### src/rtl/reset_pkg.sv
// Shared types for the reset domain sequencer.
// The state enum and the one-hot group status toward the parent.
package reset_pkg;

    typedef enum logic [2:0] {
        ST_SILENT,
        ST_START_WAIT,
        ST_START_GAP,
        ST_READY,
        ST_STOP_WAIT,
        ST_STOP_GAP
    } seq_state_t;

    typedef struct packed {
        logic ready;
        logic silent;
        logic starting;
        logic stopping;
    } up_status_t;

    function automatic up_status_t status_of(input seq_state_t s);
        up_status_t r;
        r = '0;
        case (s)
            ST_SILENT:                   r.silent   = 1'b1;
            ST_START_WAIT, ST_START_GAP: r.starting = 1'b1;
            ST_READY:                    r.ready    = 1'b1;
            default:                     r.stopping = 1'b1;
        endcase
        return r;
    endfunction

endpackage

### src/rtl/reset_seq_timer.sv
// Shared settle/timeout counter for the sequencer.
// One count serves both the gap and the acknowledge timeout.
module reset_seq_timer #(
    parameter int GAP     = 8,
    parameter int TIMEOUT = 1023
) (
    input  logic clock,
    input  logic reset,
    input  logic load,
    input  logic enable,
    output logic gap_tc,
    output logic tmo_tc
);

    localparam logic [15:0] GAP_LAST = 16'((GAP > 0) ? GAP - 1 : 0);
    localparam logic [15:0] TMO_LAST = 16'(TIMEOUT - 1);

    logic [15:0] cnt;

    always_ff @(posedge clock) begin
        if (reset || load) begin
            cnt <= '0;
        end else if (enable && cnt != 16'hffff) begin
            cnt <= cnt + 16'd1;
        end
    end

    assign gap_tc = (cnt == GAP_LAST);
    assign tmo_tc = (cnt == TMO_LAST);

endmodule

### src/rtl/reset_domain_sequencer.sv
// Brings child reset domains up in order 0..N-1 and down in reverse,
// with a settle gap between steps and a sticky acknowledge timeout.
module reset_domain_sequencer
    import reset_pkg::*;
#(
    parameter int N_DOMAINS = 4,
    parameter int GAP       = 8,
    parameter int TIMEOUT   = 1023
) (
    input  logic                         clock,
    input  logic                         reset,
    input  logic                         up_request,
    output logic                         up_ready,
    output logic                         up_silent,
    output logic                         up_starting,
    output logic                         up_stopping,
    output logic [N_DOMAINS-1:0]         dom_request,
    input  logic [N_DOMAINS-1:0]         dom_ready,
    input  logic [N_DOMAINS-1:0]         dom_silent,
    output logic                         error,
    output logic [$clog2(N_DOMAINS)-1:0] error_index
);

    localparam int            IW   = $clog2(N_DOMAINS);
    localparam logic [IW-1:0] LAST = IW'(N_DOMAINS - 1);

    seq_state_t           st, st_n;
    logic [IW-1:0]        idx, idx_n;
    logic [N_DOMAINS-1:0] req_q, req_n;
    logic                 err_q, err_n;
    logic [IW-1:0]        eidx_q, eidx_n;
    up_status_t           stat_q;
    logic                 fault;
    logic                 tmr_load, tmr_en;
    logic                 gap_tc, tmo_tc;

    // Any move of state or index restarts the shared count.
    assign tmr_load = (st_n != st) || (idx_n != idx);
    assign tmr_en   = (st != ST_SILENT) && (st != ST_READY);

    reset_seq_timer #(
        .GAP     (GAP),
        .TIMEOUT (TIMEOUT)
    ) u_timer (
        .clock  (clock),
        .reset  (reset),
        .load   (tmr_load),
        .enable (tmr_en),
        .gap_tc (gap_tc),
        .tmo_tc (tmo_tc)
    );

    always_comb begin
        st_n   = st;
        idx_n  = idx;
        req_n  = req_q;
        err_n  = err_q;
        eidx_n = eidx_q;
        fault  = 1'b0;
        unique case (st)
            ST_SILENT: begin
                if (up_request && !err_q) begin
                    st_n     = ST_START_WAIT;
                    idx_n    = '0;
                    req_n[0] = 1'b1;
                end
            end
            ST_START_WAIT: begin
                if (up_request && dom_ready[idx]) begin
                    if (idx == LAST) begin
                        st_n = ST_READY;
                    end else if (GAP == 0) begin
                        idx_n        = idx + 1'b1;
                        req_n[idx_n] = 1'b1;
                    end else begin
                        st_n = ST_START_GAP;
                    end
                end else if (!up_request || tmo_tc) begin
                    // Timeout unwinds exactly like a parent abort.
                    fault      = tmo_tc && !dom_ready[idx];
                    req_n[idx] = 1'b0;
                    st_n       = ST_STOP_WAIT;
                end
            end
            ST_START_GAP: begin
                if (!up_request) begin
                    req_n[idx] = 1'b0;
                    st_n       = ST_STOP_WAIT;
                end else if (gap_tc) begin
                    idx_n        = idx + 1'b1;
                    req_n[idx_n] = 1'b1;
                    st_n         = ST_START_WAIT;
                end
            end
            ST_READY: begin
                if (!up_request) begin
                    st_n        = ST_STOP_WAIT;
                    idx_n       = LAST;
                    req_n[LAST] = 1'b0;
                end
            end
            ST_STOP_WAIT: begin
                if (dom_silent[idx] || tmo_tc) begin
                    fault = tmo_tc && !dom_silent[idx];
                    if (idx == '0) begin
                        st_n = ST_SILENT;
                    end else if (GAP == 0) begin
                        idx_n        = idx - 1'b1;
                        req_n[idx_n] = 1'b0;
                    end else begin
                        st_n = ST_STOP_GAP;
                    end
                end
            end
            ST_STOP_GAP: begin
                if (gap_tc) begin
                    idx_n        = idx - 1'b1;
                    req_n[idx_n] = 1'b0;
                    st_n         = ST_STOP_WAIT;
                end
            end
            default: begin
                st_n  = ST_SILENT;
                idx_n = '0;
                req_n = '0;
            end
        endcase
        if (fault) begin
            err_n = 1'b1;
            if (!err_q) begin
                eidx_n = idx;
            end
        end
    end

    always_ff @(posedge clock) begin
        if (reset) begin
            st     <= ST_SILENT;
            idx    <= '0;
            req_q  <= '0;
            err_q  <= 1'b0;
            eidx_q <= '0;
            stat_q <= status_of(ST_SILENT);
        end else begin
            st     <= st_n;
            idx    <= idx_n;
            req_q  <= req_n;
            err_q  <= err_n;
            eidx_q <= eidx_n;
            stat_q <= status_of(st_n);
        end
    end

    assign dom_request = req_q;
    assign error       = err_q;
    assign error_index = eidx_q;
    assign up_ready    = stat_q.ready;
    assign up_silent   = stat_q.silent;
    assign up_starting = stat_q.starting;
    assign up_stopping = stat_q.stopping;

endmodule
### config.mk
export PLATFORM = sky130hd
export DESIGN_NAME = reset_domain_sequencer
export DESIGN_NICKNAME = d
export VERILOG_FILES = /design/src/rtl/reset_pkg.sv /design/src/rtl/reset_seq_timer.sv /design/src/rtl/reset_domain_sequencer.sv
export SDC_FILE = /design/constraint.sdc
export NUM_CORES = 1
export LEC_CHECK = 0
export BUFFER_PORTS_ARGS = -buffer_cell sky130_fd_sc_hd__buf_2
export CORE_MARGIN = 8
export CORE_UTILIZATION = 45
export CTS_CLUSTER_DIAMETER = 50
export DETAILED_ROUTE_END_ITERATION = 7
export SYNTH_ARGS = -nofsm -noshare
export SYNTH_HDL_FRONTEND = slang
export SYNTH_SLANG_ARGS = --single-unit
### constraint.sdc
create_clock -name clock -period 7.3 [get_ports clock]
set_input_delay 1.095 -clock clock [delete_from_list [all_inputs] [get_ports clock]]
set_output_delay 1.095 -clock clock [all_outputs]
set_load 0.01 [all_outputs]
==> impl.org <==
** Run status
- Outcome :: complete, no violations

** Synth
- Yosys printed 0 warnings.
- The portion of synthesized area spent on multiplexers is 0.0398.
- Combinational family with the most area after synthesis :: simple AND/OR/NAND/NOR gates
- The number of nets in the synthesized netlist is around 320.
- The synthesized netlist contains 62 unique library cells.
- Of the total synthesized cell area, the portion taken by XOR and XNOR cells is 0.0393.
- The synthesized design contains 0 enable-type register cells.
- Dominant cell type by area after synthesis :: sky130_fd_sc_hd__dfxtp_1
- Simple-gate portion of the synthesized area :: 0.353
- For this run, the leading register cell type out of synthesis is sky130_fd_sc_hd__dfxtp_1.
- Total of flip-flops plus latches after synthesis :: 32
- Dividing the synthesized area by the synthesized cell count gives 8.01 sq um.
- Post-synthesis async set-or-reset flop share :: 0
- The synthesized netlist occupies a cell area of 0.00245 sq mm.
- For this run, the register share of the synthesized area comes to 0.261.
- The share of synthesized area in the top cell type comes to 0.261.
- Mapped Cells :: between 300 and 400
- After synthesis, the cell types taking the most area are sky130_fd_sc_hd__dfxtp_1 (26%), sky130_fd_sc_hd__nor2_1 (6.4%), sky130_fd_sc_hd__a21oi_1 (4.1%).
- The synthesized-area fraction occupied by ao, oa, aoi and oai cells was 0.203.
- Post-Synth Adder-Cell Area :: 0.0306

** Floorplanning
- The die is between 80 and 90 um wide.
- The die covers 0.00807 sq mm.
- Core area :: between 0.005 and 0.006 sq mm
- Die outline height :: 89.8 um
- Top-Level Pins :: 22
- Core Rows :: 27
- The initial utilization of the core area, before any placement, comes to 0.457.

** Timing
- For the final routed database, the setup TNS stands at 0 ns.
- The worst path in the final design needs a cycle of around 3.2 ns, including I/O delays and setup.
- Share of the cycle needed by the critical path after routing :: 0.432
- Upper clock frequency limit :: roughly 0.32 GHz
- Final setup violating endpoints :: 0
- Transition time at the pin with the least slew margin :: approximately 0.98 ns
- On the final layout, the worst clock skew is 0.00909 ns.
- RSZ-0062 raised after global routing :: no
- The final count of hold timing violations came to 0.
- Max-slew violation total from the final report :: 0
- Relative slew margins :: 0.345

** CTS
- Later-pin clock latency in the skew report :: 0.29 ns
- H-tree depth :: 2
- Number of clock buffers inserted by TritonCTS :: 5
- CTS saw 32 sinks.
- CTS hold repair buffers :: 0
- In this run the deepest clock path goes through 2 buffers.
- After clock tree synthesis, the repair step resized 0 gates.
- Clock-pin slew was measured on the worst setup and hold paths at 0.07 ns.
- Post CTS Setup Buffer Count :: 0
- Clock Root Buffer :: sky130_fd_sc_hd__clkbuf_8
- CTS tree :: done

** Final layout
- In the final layout, the share of cells above drive strength 1 is 0.187.
- The area growth from synthesis to layout is 6.58%.
- At the end of the flow the core is filled with cells to 0.487.
- After filler insertion, the fill cell instance count of the layout stands at 524.
- The repair_antennas step left the layout with diodes totalling 0.
- In the layout the commonest cells are sky130_fd_sc_hd__nor2_1 (42), sky130_fd_sc_hd__dfxtp_1 (32), sky130_fd_sc_hd__buf_2 (21).
- Leaving out fill and tap cells, the most frequent cell in the layout is sky130_fd_sc_hd__nor2_1.
- After the last flow step, the layout net total stands at between 300 and 400.

** Pwr
- Summed over all nets, the switching power comes to between 0.0001 and 0.00015 W.
- Cell leakage power :: 0.861 nW
- Comb pwr share :: 0.165
- Cell internal power was estimated by the tool at 0.000281 W.
- The share of total power dissipated in the clock network is 0.366.
- For this design the ratio of total power to cell area is 154 mW/mm^2.
- Overall power :: 0.000403 W
- Maximum ir drop on the vdd rail :: 0.0893 mV
- Net switching fraction of the power :: 0.303
- The share of total power dissipated in sequential elements is 0.468.

** Worst setup path
- Measured in cells, the most critical reg-to-reg path has a length of 7.
- Critical Path End :: u_timer.cnt[6]
- Worst R2R Setup Slack :: 4.18 ns
- Worst path arrival time :: 3.34 ns
- Critical path type :: in2reg
- Worst reg2reg endpoint :: u_timer.cnt[4]
- Worst reg2reg path startpoint :: u_timer.cnt[0]
- Critical Path Start :: up_request
- Largest fanout of any net on the critical path :: 16
- Worst setup EP type :: flop
- STA puts the critical path data required time at between 7 and 8 ns.
- The worst setup path is launched from an input pin.

** Routing
- Routed via count :: 2362
- Number of detailed-routing iterations run before antenna repair :: 6
- In this run the remaining antenna-violating nets after routing total 0.
- Iteration-0 DRC count of the detailed router :: between 200 and 250
- WL per Instance :: 16.2 um
- Final routed DRC violation total :: 0
- Ratio of routed vias to standard cells :: 6.10
- Routed wire length :: 6.26 mm

** GRT
- The via count of the first global-routing pass came to around 2200.
- Aggregate global routing overflow :: 0
- Entering global routing, the biggest net connects 32 pins.
- The first global-routing pass estimated 10.6 mm of wire.
- In the global route stage, overall resource usage came out at 0.155.
- Number of antenna violations at the first check in global routing :: 0

** Placement
- After legalization and detailed placement, the total HPWL measured about 4.4 mm.
- Placer congestion estimate :: roughly 0.85
- Buffers placed on the I/O ports in this run total 21.

** Job
- Max-cap violations :: 0

** Hold path
- The path class of the tightest hold or removal check is reg2reg.
-- synth_stat cells, types with 3 or more instances --
| cell | number |
|---|---|
| sky130_fd_sc_hd__a21oi_1 | 20 |
| sky130_fd_sc_hd__a31oi_1 | 3 |
| sky130_fd_sc_hd__a211oi_1 | 8 |
| sky130_fd_sc_hd__nand2b_1 | 4 |
| sky130_fd_sc_hd__ha_1 | 6 |
| sky130_fd_sc_hd__buf_6 | 6 |
| sky130_fd_sc_hd__o22a_1 | 3 |
| sky130_fd_sc_hd__nand4_1 | 4 |
| sky130_fd_sc_hd__nand2_1 | 14 |
| sky130_fd_sc_hd__clkbuf_1 | 9 |
| sky130_fd_sc_hd__xnor2_1 | 10 |
| sky130_fd_sc_hd__a21o_1 | 4 |
| sky130_fd_sc_hd__nor4_1 | 7 |
| sky130_fd_sc_hd__nor2_1 | 42 |
| sky130_fd_sc_hd__or3_2 | 4 |
| sky130_fd_sc_hd__nor3_1 | 16 |
| sky130_fd_sc_hd__or3_1 | 8 |
| sky130_fd_sc_hd__mux2i_1 | 3 |
| sky130_fd_sc_hd__or4_1 | 3 |
| sky130_fd_sc_hd__o21ai_0 | 11 |
| sky130_fd_sc_hd__dfxtp_1 | 32 |
| sky130_fd_sc_hd__nor4_2 | 3 |
| sky130_fd_sc_hd__nor2b_1 | 5 |
| sky130_fd_sc_hd__buf_2 | 3 |
| sky130_fd_sc_hd__inv_1 | 12 |
| sky130_fd_sc_hd__nor3_2 | 8 |
| sky130_fd_sc_hd__nand3_1 | 10 |
-- logic make-up after synthesis --
family | after synthesis
XOR/XNOR | 11
flip-flops | 32
buffers and inverters | 33
AO/OA/AOI/OAI | 71
AND/OR/NAND/NOR | 146
multiplexers | 7
adder cells (fa/ha/maj) | 6
-- worst max-delay path, cell delays in order --
cell,delay (ns)
sky130_fd_sc_hd__buf_2,0.21
sky130_fd_sc_hd__nand2b_1,0.26
sky130_fd_sc_hd__a21o_1,0.27
sky130_fd_sc_hd__a221o_1,0.29
sky130_fd_sc_hd__a21oi_1,0.12
sky130_fd_sc_hd__nand3_1,0.62
sky130_fd_sc_hd__nor4_1,0.48
-- power by group through the flow --
stage	Clock [W]	Combinational [W]	Sequential, W
floorplan	0	0.0000587	0.000187
global placement	0	0.0000657	0.000192
detailed placement	0	0.0000667	0.000192
CTS	0.000152	0.0000667	0.000188
global route	0.000158	0.0000731	0.000190
finish	0.000148	0.0000667	0.000189
-- sequential cells by signal, indices dropped and copies added, names as in the netlist --
register and flops:
error_index 2, u_timer.cnt 16, st 3, error 1
up_starting 1, up_stopping 1, up_ready 1, dom_request 4
idx 2, up_silent 1
-- through the flow --
stage                     area, sq um  worst slack, ns  hold WS (ns)  std cells
after floorplan                  2450             4.46         0.528        306
after global placement           2520             3.96         0.477        379
after detailed placement         2520             3.85         0.495        379
after CTS                        2610             4.17         0.512        387
after global routing             2610             3.88         0.541        387
final                            2610             4.14         0.502        387
-- how the worst min path moves through the flow --
stage               cells after the start             end           start  slack, ns
finish                                  2  error_index[1]  error_index[1]       0.50
global route                            2  dom_request[1]  dom_request[1]       0.54
CTS                                     2  dom_request[1]  dom_request[1]       0.51
detailed placement                      2  error_index[1]  error_index[1]       0.50
global placement                        2  error_index[1]  error_index[1]       0.48
floorplan                               2  dom_request[1]  dom_request[1]       0.53
-- per-layer routing --
layer / vias up / share of wire / GRT usage
li1: 1157 / - / -
met1: 1121 / 0.48 / 0.199
met3: 5 / 0.063 / 0.0324
met2: 79 / 0.45 / 0.247
met5: - / 0 / 0
met4: 0 / 0.0080 / 0.0606
-- area by class of cell --
cell class / count / area (sq um) / area share
timing repair buffer: 22 / 113 / 0.0431
inverter: 12 / 45.0 / 0.0172
clock inverter: 1 / 7.51 / 0.00287
clock buffer: 7 / 86.3 / 0.0330
multi-input combinational: 241 / 1630 / 0.624
tap: 72 / 90.1 / 0.0345
sequential: 32 / 641 / 0.245
No activity file was read; power rests on OpenSTA's default activity.
